==> src/rtl/alu_pkg.sv <==
// Shared ALU definitions: ALUControl codes (common with the ALU decoder)
// and the execute-stage multiplier FSM state encoding.
package alu_pkg;

    localparam logic [3:0] ALUCTRL_ADD  = 4'b0000;
    localparam logic [3:0] ALUCTRL_SUB  = 4'b0001;
    localparam logic [3:0] ALUCTRL_AND  = 4'b0010;
    localparam logic [3:0] ALUCTRL_OR   = 4'b0011;
    localparam logic [3:0] ALUCTRL_XOR  = 4'b0100;
    localparam logic [3:0] ALUCTRL_SLT  = 4'b1000;
    localparam logic [3:0] ALUCTRL_SLTU = 4'b1001;
    localparam logic [3:0] ALUCTRL_MUL  = 4'b1010;

    typedef enum logic [1:0] {
        IDLE = 2'd0,
        MUL  = 2'd1,
        WAIT = 2'd2
    } alu_state_t;

endpackage

==> src/rtl/mul_iter.sv <==
// Iterative shift-add multiplier, one partial product per cycle for XLEN cycles.
// Only instantiated when ALU_MUL_EN is defined.
module mul_iter
    import alu_pkg::*;
#(
    parameter int XLEN = 32
) (
    input  logic            clk,
    input  logic            rst_n,
    input  logic            start,
    input  logic            abort,
    input  logic [XLEN-1:0] mcand_in,
    input  logic [XLEN-1:0] mplr_in,
    output logic            done,
    output logic [XLEN-1:0] product
);

    localparam int CW = $clog2(XLEN);
    localparam logic [CW-1:0] LAST = CW'(XLEN - 1);

    logic [XLEN-1:0] mcand;
    logic [XLEN-1:0] mplr;
    logic [XLEN-1:0] acc;
    logic [XLEN-1:0] acc_next;
    logic [CW-1:0]   cnt;
    logic            run;

    assign acc_next = mplr[0] ? acc + mcand : acc;
    assign done     = run && (cnt == LAST);
    // While running, expose the value acc takes at this edge so the final
    // iteration can be written straight into the output register.
    assign product  = run ? acc_next : acc;

    always_ff @(posedge clk) begin
        if (!rst_n) begin
            mcand <= '0;
            mplr  <= '0;
            acc   <= '0;
            cnt   <= '0;
            run   <= 1'b0;
        end else if (abort) begin
            run <= 1'b0;
        end else if (start) begin
            mcand <= mcand_in;
            mplr  <= mplr_in;
            acc   <= '0;
            cnt   <= '0;
            run   <= 1'b1;
        end else if (run) begin
            acc   <= acc_next;
            mcand <= mcand << 1;
            mplr  <= mplr >> 1;
            cnt   <= cnt + 1'b1;
            if (cnt == LAST) begin
                run <= 1'b0;
            end
        end
    end

endmodule

==> src/rtl/alu_exec.sv <==
// RV32 execute-stage ALU with registered result/zero and valid/ready handshake.
// MUL via iterative multiplier only when ALU_MUL_EN is defined; otherwise 1010 acts as ADD.
module alu_exec
    import alu_pkg::*;
#(
    parameter int XLEN = 32
) (
    input  logic            clk,
    input  logic            rst_n,
    input  logic            in_valid,
    output logic            in_ready,
    input  logic [3:0]      alu_ctrl,
    input  logic [XLEN-1:0] src_a,
    input  logic [XLEN-1:0] src_b,
    input  logic            flush,
    output logic            out_valid,
    input  logic            out_ready,
    output logic [XLEN-1:0] result,
    output logic            zero,
    output logic            busy
);

    logic [XLEN-1:0] alu_res;
    logic            free;
    logic            accept;

    always_comb begin
        alu_res = src_a + src_b;
        case (alu_ctrl)
            ALUCTRL_SUB:  alu_res = src_a - src_b;
            ALUCTRL_AND:  alu_res = src_a & src_b;
            ALUCTRL_OR:   alu_res = src_a | src_b;
            ALUCTRL_XOR:  alu_res = src_a ^ src_b;
            ALUCTRL_SLT:  alu_res = {{(XLEN-1){1'b0}}, ($signed(src_a) < $signed(src_b))};
            ALUCTRL_SLTU: alu_res = {{(XLEN-1){1'b0}}, (src_a < src_b)};
            default:      alu_res = src_a + src_b;
        endcase
    end

    assign free = !out_valid || out_ready;

`ifdef ALU_MUL_EN
    alu_state_t      state;
    logic            is_mul;
    logic            mul_done;
    logic [XLEN-1:0] product;

    assign is_mul   = (alu_ctrl == ALUCTRL_MUL);
    assign in_ready = rst_n && (state == IDLE) && free && !flush;
    assign accept   = in_valid && in_ready;
    assign busy     = (state != IDLE);

    mul_iter #(.XLEN(XLEN)) u_mul (
        .clk      (clk),
        .rst_n    (rst_n),
        .start    (accept && is_mul),
        .abort    (flush),
        .mcand_in (src_a),
        .mplr_in  (src_b),
        .done     (mul_done),
        .product  (product)
    );

    always_ff @(posedge clk) begin
        if (!rst_n) begin
            state     <= IDLE;
            out_valid <= 1'b0;
            result    <= '0;
            zero      <= 1'b0;
        end else if (flush) begin
            state     <= IDLE;
            out_valid <= 1'b0;
        end else begin
            if (out_ready) begin
                out_valid <= 1'b0;
            end
            unique case (state)
                IDLE: begin
                    if (accept) begin
                        if (is_mul) begin
                            state <= MUL;
                        end else begin
                            result    <= alu_res;
                            zero      <= (alu_res == '0);
                            out_valid <= 1'b1;
                        end
                    end
                end
                MUL: begin
                    if (mul_done) begin
                        if (free) begin
                            result    <= product;
                            zero      <= (product == '0);
                            out_valid <= 1'b1;
                            state     <= IDLE;
                        end else begin
                            state <= WAIT;
                        end
                    end
                end
                WAIT: begin
                    if (free) begin
                        result    <= product;
                        zero      <= (product == '0);
                        out_valid <= 1'b1;
                        state     <= IDLE;
                    end
                end
                default: state <= IDLE;
            endcase
        end
    end
`else
    assign in_ready = rst_n && free && !flush;
    assign accept   = in_valid && in_ready;
    assign busy     = 1'b0;

    always_ff @(posedge clk) begin
        if (!rst_n) begin
            out_valid <= 1'b0;
            result    <= '0;
            zero      <= 1'b0;
        end else if (flush) begin
            out_valid <= 1'b0;
        end else begin
            if (out_ready) begin
                out_valid <= 1'b0;
            end
            if (accept) begin
                result    <= alu_res;
                zero      <= (alu_res == '0);
                out_valid <= 1'b1;
            end
        end
    end
`endif

endmodule

==> config.mk <==
export PLATFORM = sky130hd
export DESIGN_NAME = alu_exec
export DESIGN_NICKNAME = d
export VERILOG_FILES = /design/src/rtl/alu_pkg.sv /design/src/rtl/mul_iter.sv /design/src/rtl/alu_exec.sv
export SDC_FILE = /design/constraint.sdc
export NUM_CORES = 1
export LEC_CHECK = 0
export CAP_MARGIN = 20
export CORE_UTILIZATION = 45
export CTS_BUF_LIST = sky130_fd_sc_hd__clkbuf_4 sky130_fd_sc_hd__clkbuf_8
export CTS_CLUSTER_SIZE = 25
export DETAILED_ROUTE_END_ITERATION = 8
export PLACE_DENSITY_LB_ADDON = 0.1
export SYNTH_ARGS = -nofsm -noshare
export SYNTH_HDL_FRONTEND = slang
export SYNTH_SLANG_ARGS = --single-unit
==> constraint.sdc <==
create_clock -name clk -period 3.9 [get_ports clk]
set_input_delay 0.585 -clock clk [delete_from_list [all_inputs] [get_ports clk]]
set_output_delay 0.585 -clock clk [all_outputs]
set_load 0.05 [all_outputs]
-- Yosys cells after proc, flatten, opt, wreduce, memory -nomap -nowiden
Cells that the tools add are included.
- $add $sub $neg: 2
- $lt $le $gt $ge: 2
- eq/ne operators: 6
- mux-type cells: 3
- bitwise logic cells: 5
- reduce and logical (&&, ||, !) cells: 10
- operator list (operator ; count):
    case mux 32 bit (6 select lines) ; 1
    less-than comparator 32 bit ; 2
    adder 32 bit ; 1
    AND 32 bit ; 1
    zero test 32 bit ; 1
    OR 32 bit ; 1
    subtractor 32 bit ; 1
    XOR 32 bit ; 1
    equality test 4 x 2 -> 1 bit (second input constant) ; 2
    equality test 4 bit (second input constant) ; 2
    equality test 4 x 1 -> 1 bit (second input constant) ; 1
    equality test 4 x 3 -> 1 bit (second input constant) ; 1
    logical AND 1 bit ; 3
    zero test 1 bit ; 2
    2-to-1 mux 1 bit ; 2
    NOT 1 bit ; 2
    AND reduction 2 bit ; 1
    nonzero test 2 bit ; 1
    OR reduction 2 bit ; 1
    logical OR 1 bit ; 1
- bits in registers: 34
- input bits: 73
- logic and storage cells: 31

-- Depth between registers and ports, before layout
- word-level depth: 6
- mapped depth: 14
- gate-level depth less buffers: 14

-- Least setup slack after synthesis
Ideal clock, no wire load.
- kind: input port to flip-flop
- from: in src_a[0]
- to: reg zero
- arrival time: 3.404 ns
- required time: 3.804 ns
- path slack: 0.400 ns
- stages: 13
- buffers on the path: 0
- cells stage by stage: ha_1 > fa_1 > a211oi_1 > o21a_1 > o21ai_0 > a211oi_1 > o21ai_0 > a221oi_1 > o21bai_1 > a21oi_1 > nor3_1 > a211o_1 > o41ai_2
- longest elaborated chain between the ends: 3
- elaborated cells between the ends (all ways): 9
- those cells by class: add/sub: 2; order compare: 2; mux: 1; bitwise: 3; reduce/logical: 1
- RTL lines (what ; RTL line ; RTL):
    from (decl) ; alu_exec.sv:13 ; input logic [XLEN-1:0] src_a,
    adder 32 bit, or another cell as far along ; alu_exec.sv:36 ; default: alu_res = src_a + src_b;
    case mux 32 bit (6 select lines) * ; alu_exec.sv:29 ; case (alu_ctrl)
    zero test 32 bit * ; alu_exec.sv:131 ; zero <= (alu_res == '0);
    to (signal assigned) ; alu_exec.sv:131 ;
    to (decl) ; alu_exec.sv:19 ; output logic zero,
Mark *: on every way between the ends. The rest lies on a longest branch, timed or not.
A chain may end at the register's enable or synchronous reset.

-- Worst setup path in the final report
- from: in src_b[12]
- to: reg result[29]
- longest elaborated chain between the ends: 2
- elaborated cells between the ends (all ways): 3
- those cells by class: add/sub: 2; mux: 1
- RTL lines (what ; RTL line ; RTL):
    from (decl) ; alu_exec.sv:14 ; input logic [XLEN-1:0] src_b,
    adder 32 bit or subtractor 32 bit (tied branches) ; alu_exec.sv:36, alu_exec.sv:30 ;
    case mux 32 bit (6 select lines) * ; alu_exec.sv:29 ;
    to (signal assigned) ; alu_exec.sv:130 ; result <= alu_res;
    to (decl) ; alu_exec.sv:18 ; output logic [XLEN-1:0] result,
Marks and branches as above.

==> reports/metrics.csv <==
stage;metric;value;unit
clock_tree;htreeDepth;2;
place;placed_area;9550;um^2
floorplanning;io_pins;109;
clock_tree;worstSkewPairLatency;0.29;ns
clock_tree;cts_tree;built;
floorplanning;dieHeight;124;um
sta;drv_slew;0;
finish;layout_commonest_cell;buf_4;
synth;synth_cell_types;82;
place;placed_cells;1447;
synth;synth_enable_flop_cells;0;
synth;syn_inst;984;
floorplanning;die_area;15400;um^2
place;portBuffers;107;
detailed_routing;ant_nets;0;
sta;clock.fmax;0.256;GHz
sta;setup_violations;1;
sta;period_share;100;%
floorplanning;core;14500;um^2
critical_path;worst-setup-path-type;input pin to flip-flop;
detailed_routing;vias;8606;
critical_path;crit_path_cell_trace;clkdlybuf4s50_1 > inv_1 > ha_4 > buf_4 > inv_1 > buf_4 > o211ai_1 > a31oi_1 > buf_4 > or3_1 > a2bb2oi_1 > buf_4 > a21oi_1 > nor2_1 > o311a_1 > mux2_2 > o22ai_2 > buf_4 > o211a_1;
finish;fin_cells;1461;
detailed_routing;drt-total-wl;25800;um
synth;syn_avg_cell_area;6.83;um^2
critical_path;crit_cells;19;
global_routing;grt_pass1_wl;41000;um
floorplanning;dieWidth;124;um
critical_path;critPathTopFamily;buffers and inverters;
hold_path;hp-class;flip-flop to flip-flop;
global_routing;grt_overflow;0;
pwr;p_per_area;218;nW/um^2
critical_path;critPathMaxStageDelay;0.49;ns
global_routing;grt_max_degree;51;
finish;stdcell_area;10100;um^2
clock_tree;cts_made_buffers;5;
sta;rsz0062_at_grt;true;
sta;maxSlewHeadroom;44.6;%
clock_tree;cts.sinks;34;
sta;fin_tns_setup;-0.000123;ns
critical_path;cp-start-kind;input pin;
critical_path;cp_num_buf_inv;8;
run_status;status;finished with violations;
floorplanning;fp-row-count;44;
synth;seq_area_frac_synth;10.1;%
global_routing;globalRouteTotalUtil;32.0;%
detailed_routing;drc;0;
critical_path;worstPathMaxFanout;9;
hold_path;holdPathStages;2;
detailed_routing;dr.pass1.iters;5;
critical_path;critPathArrivalTime;4.14;ns
sta;worst_pin_slew;0.830;ns
synth;syn-cell-area;6730;um^2
finish;area_growth;49.9;%
clock_tree;clk_pin_slew;0.08;ns
finish;mostFrequentLayoutCells;234 x buf_4, 122 x nor2_1, 104 x clkdlybuf4s50_1, 95 x inv_1, 88 x ha_1;
global_routing;grt_pass1_vias;8072;
detailed_routing;via_per_inst;5.89;
pwr;p_total;2.20;mW
synth;synthTopCellsByArea;ha_1 18%, dfxtp_1 10%, nor2_1 6.9%, a21oi_1 6.3%, inv_1 5.5%;
finish;fin_nets;1447;
synth;yosys_warnings;0;
finish;drive_gt1_share;25.6;%
synth;ys.flop_type;dfxtp_1;
critical_path;crit_path_top_delay_cell;clkdlybuf4s50_1;
critical_path;cp_common_cell;buf_4;
sta;skew;0.00756;ns
finish;diodes;0;
detailed_routing;routedWlPerCell;17.7;um
critical_path;cp.required;4.14;ns
sta;period_needed;3.90;ns
sta;fin_ws;-0.000123;ns
sta;hold_viol;0;
critical_path;rr_worst_depth;11;
synth;syn_nets;1155;
clock_tree;root_buffer;clkbuf_8;
place;gp_congestion;0.952;
finish;n_fill_cell;1274;
synth;synthArstFlopShare;0;%
synth;ys_ff_latch;34;
global_routing;antenna_found_initial;0;
place;hpwl;20100;um
flow_run;maxCapViolCount;0;
synth;synth_largest_area_cell;ha_1;
floorplanning;initial_core_util;46.3;%
detailed_routing;dr.first_iter.drc_count;903;
pwr;vdd.ir_drop.worst;0.132;mV
run_status;violations;setup timing;
synth;yosysTopAreaCellShare;17.9;%
critical_path;cp-end-kind;flip-flop;
clock_tree;cts_buffer_depth;2;
pwr;leakage;4.68;nW
-- routing by layer --
metal	vias up	GRT usage (%)	part of all wire [%]	wire length, um
met1	3959	43.0	45	11600
met3	82	4.08	7.4	1910
li1	4176	-	-	-
met5	-	0	0	0
met2	389	52.7	45	11500
met4	0	10.5	3.2	827
-- cells in the mapped netlist, types with 5 or more instances --
master	number
a2111oi_0	5
a211o_1	6
a211oi_1	35
a21o_1	16
a21oi_1	85
a221o_1	5
a221oi_1	10
a311oi_1	7
a31oi_1	13
and2_1	10
and3_1	8
and4_1	5
buf_1	5
buf_2	10
clkbuf_1	40
dfxtp_1	34
ha_1	96
inv_1	98
mux2i_1	5
nand2_1	65
nand2b_1	11
nand3_1	21
nand4_1	11
nor2_1	124
nor2b_1	16
nor3_1	26
nor4_1	9
o211a_1	7
o211ai_1	9
o21ai_0	54
o21ai_1	5
o21bai_1	17
o221ai_1	6
o22ai_1	5
o311ai_0	6
o31ai_1	7
or3_1	5
xnor2_1	5
-- layout make-up --
| class | instances | area [um^2] | share of cell area (%) |
|---|---|---|---|
| clock buffer | 5 | 68.8 | 0.682 |
| inverter | 98 | 368 | 3.65 |
| clock inverter | 3 | 45.0 | 0.447 |
| tap | 184 | 230 | 2.28 |
| multi-input combinational | 793 | 5800 | 57.6 |
| sequential | 34 | 681 | 6.75 |
| timing repair buffer | 344 | 2890 | 28.6 |
-- metrics by stage --
stage	util [%]	worst slack [ns]	hold slack, ns
after CTS	67.9	0.00734	0.482
after floorplan	-	0.400	0.676
after global routing	69.4	-0.169	0.519
after detailed placement	65.7	-0.643	0.472
final	69.4	-0.000123	0.488
after global placement	65.7	-0.500	0.468
-- cells by family after synthesis --
family	synth area share, %
buffers and inverters	9.34
xor gates and xnor gates	0.651
and+or+nand+nor	24.0
AOI/OAI and AO/OA	36.4
DFF	10.1
other	0.0558
adders and majority gates	18.5
muxes	0.912
-- worst register-to-register path, cell delays in order (launching register included) --
cell and delay [ns]:
dfxtp_1 0.31, nor2b_1 0.14, nor2_1 0.17, nand2_1 0.12, a211oi_1 0.24, nand3_1 0.15, nor4_1 0.40, and4_1 0.23
and4_1 0.20, and4_1 0.24, nand4_1 0.12, o41ai_2 0.21
-- report_power, final --
part	total (mW)	internal (mW)	switching (mW)
combinational	1.49	0.696	0.789
sequential	0.376	0.365	0.0106
clock	0.336	0.190	0.146
total	2.20	1.25	0.945
-- timing repair --
item                                    4_1_cts  5_1_grt
hold buffers                                  0        0
endpoints found under the setup margin        7        6
resized for setup                            40       38
setup buffers                                 4        2
pin swaps                                    15       16
-- worst paths after layout --
check                  start    endpoint  slack, ns
hold / removal    result[14]  result[14]       0.49
hold reg to reg   result[14]  result[14]       0.49
setup reg to reg   out_valid        zero       1.28
setup / recovery   src_b[12]  result[29]    -0.0001
-- flip-flops by register name, summed over array words and instances, names as in the netlist --
| register | flops |
|---|---|
| result | 32 |
| zero | 1 |
| out_valid | 1 |
(Power assumes the default switching activity.)
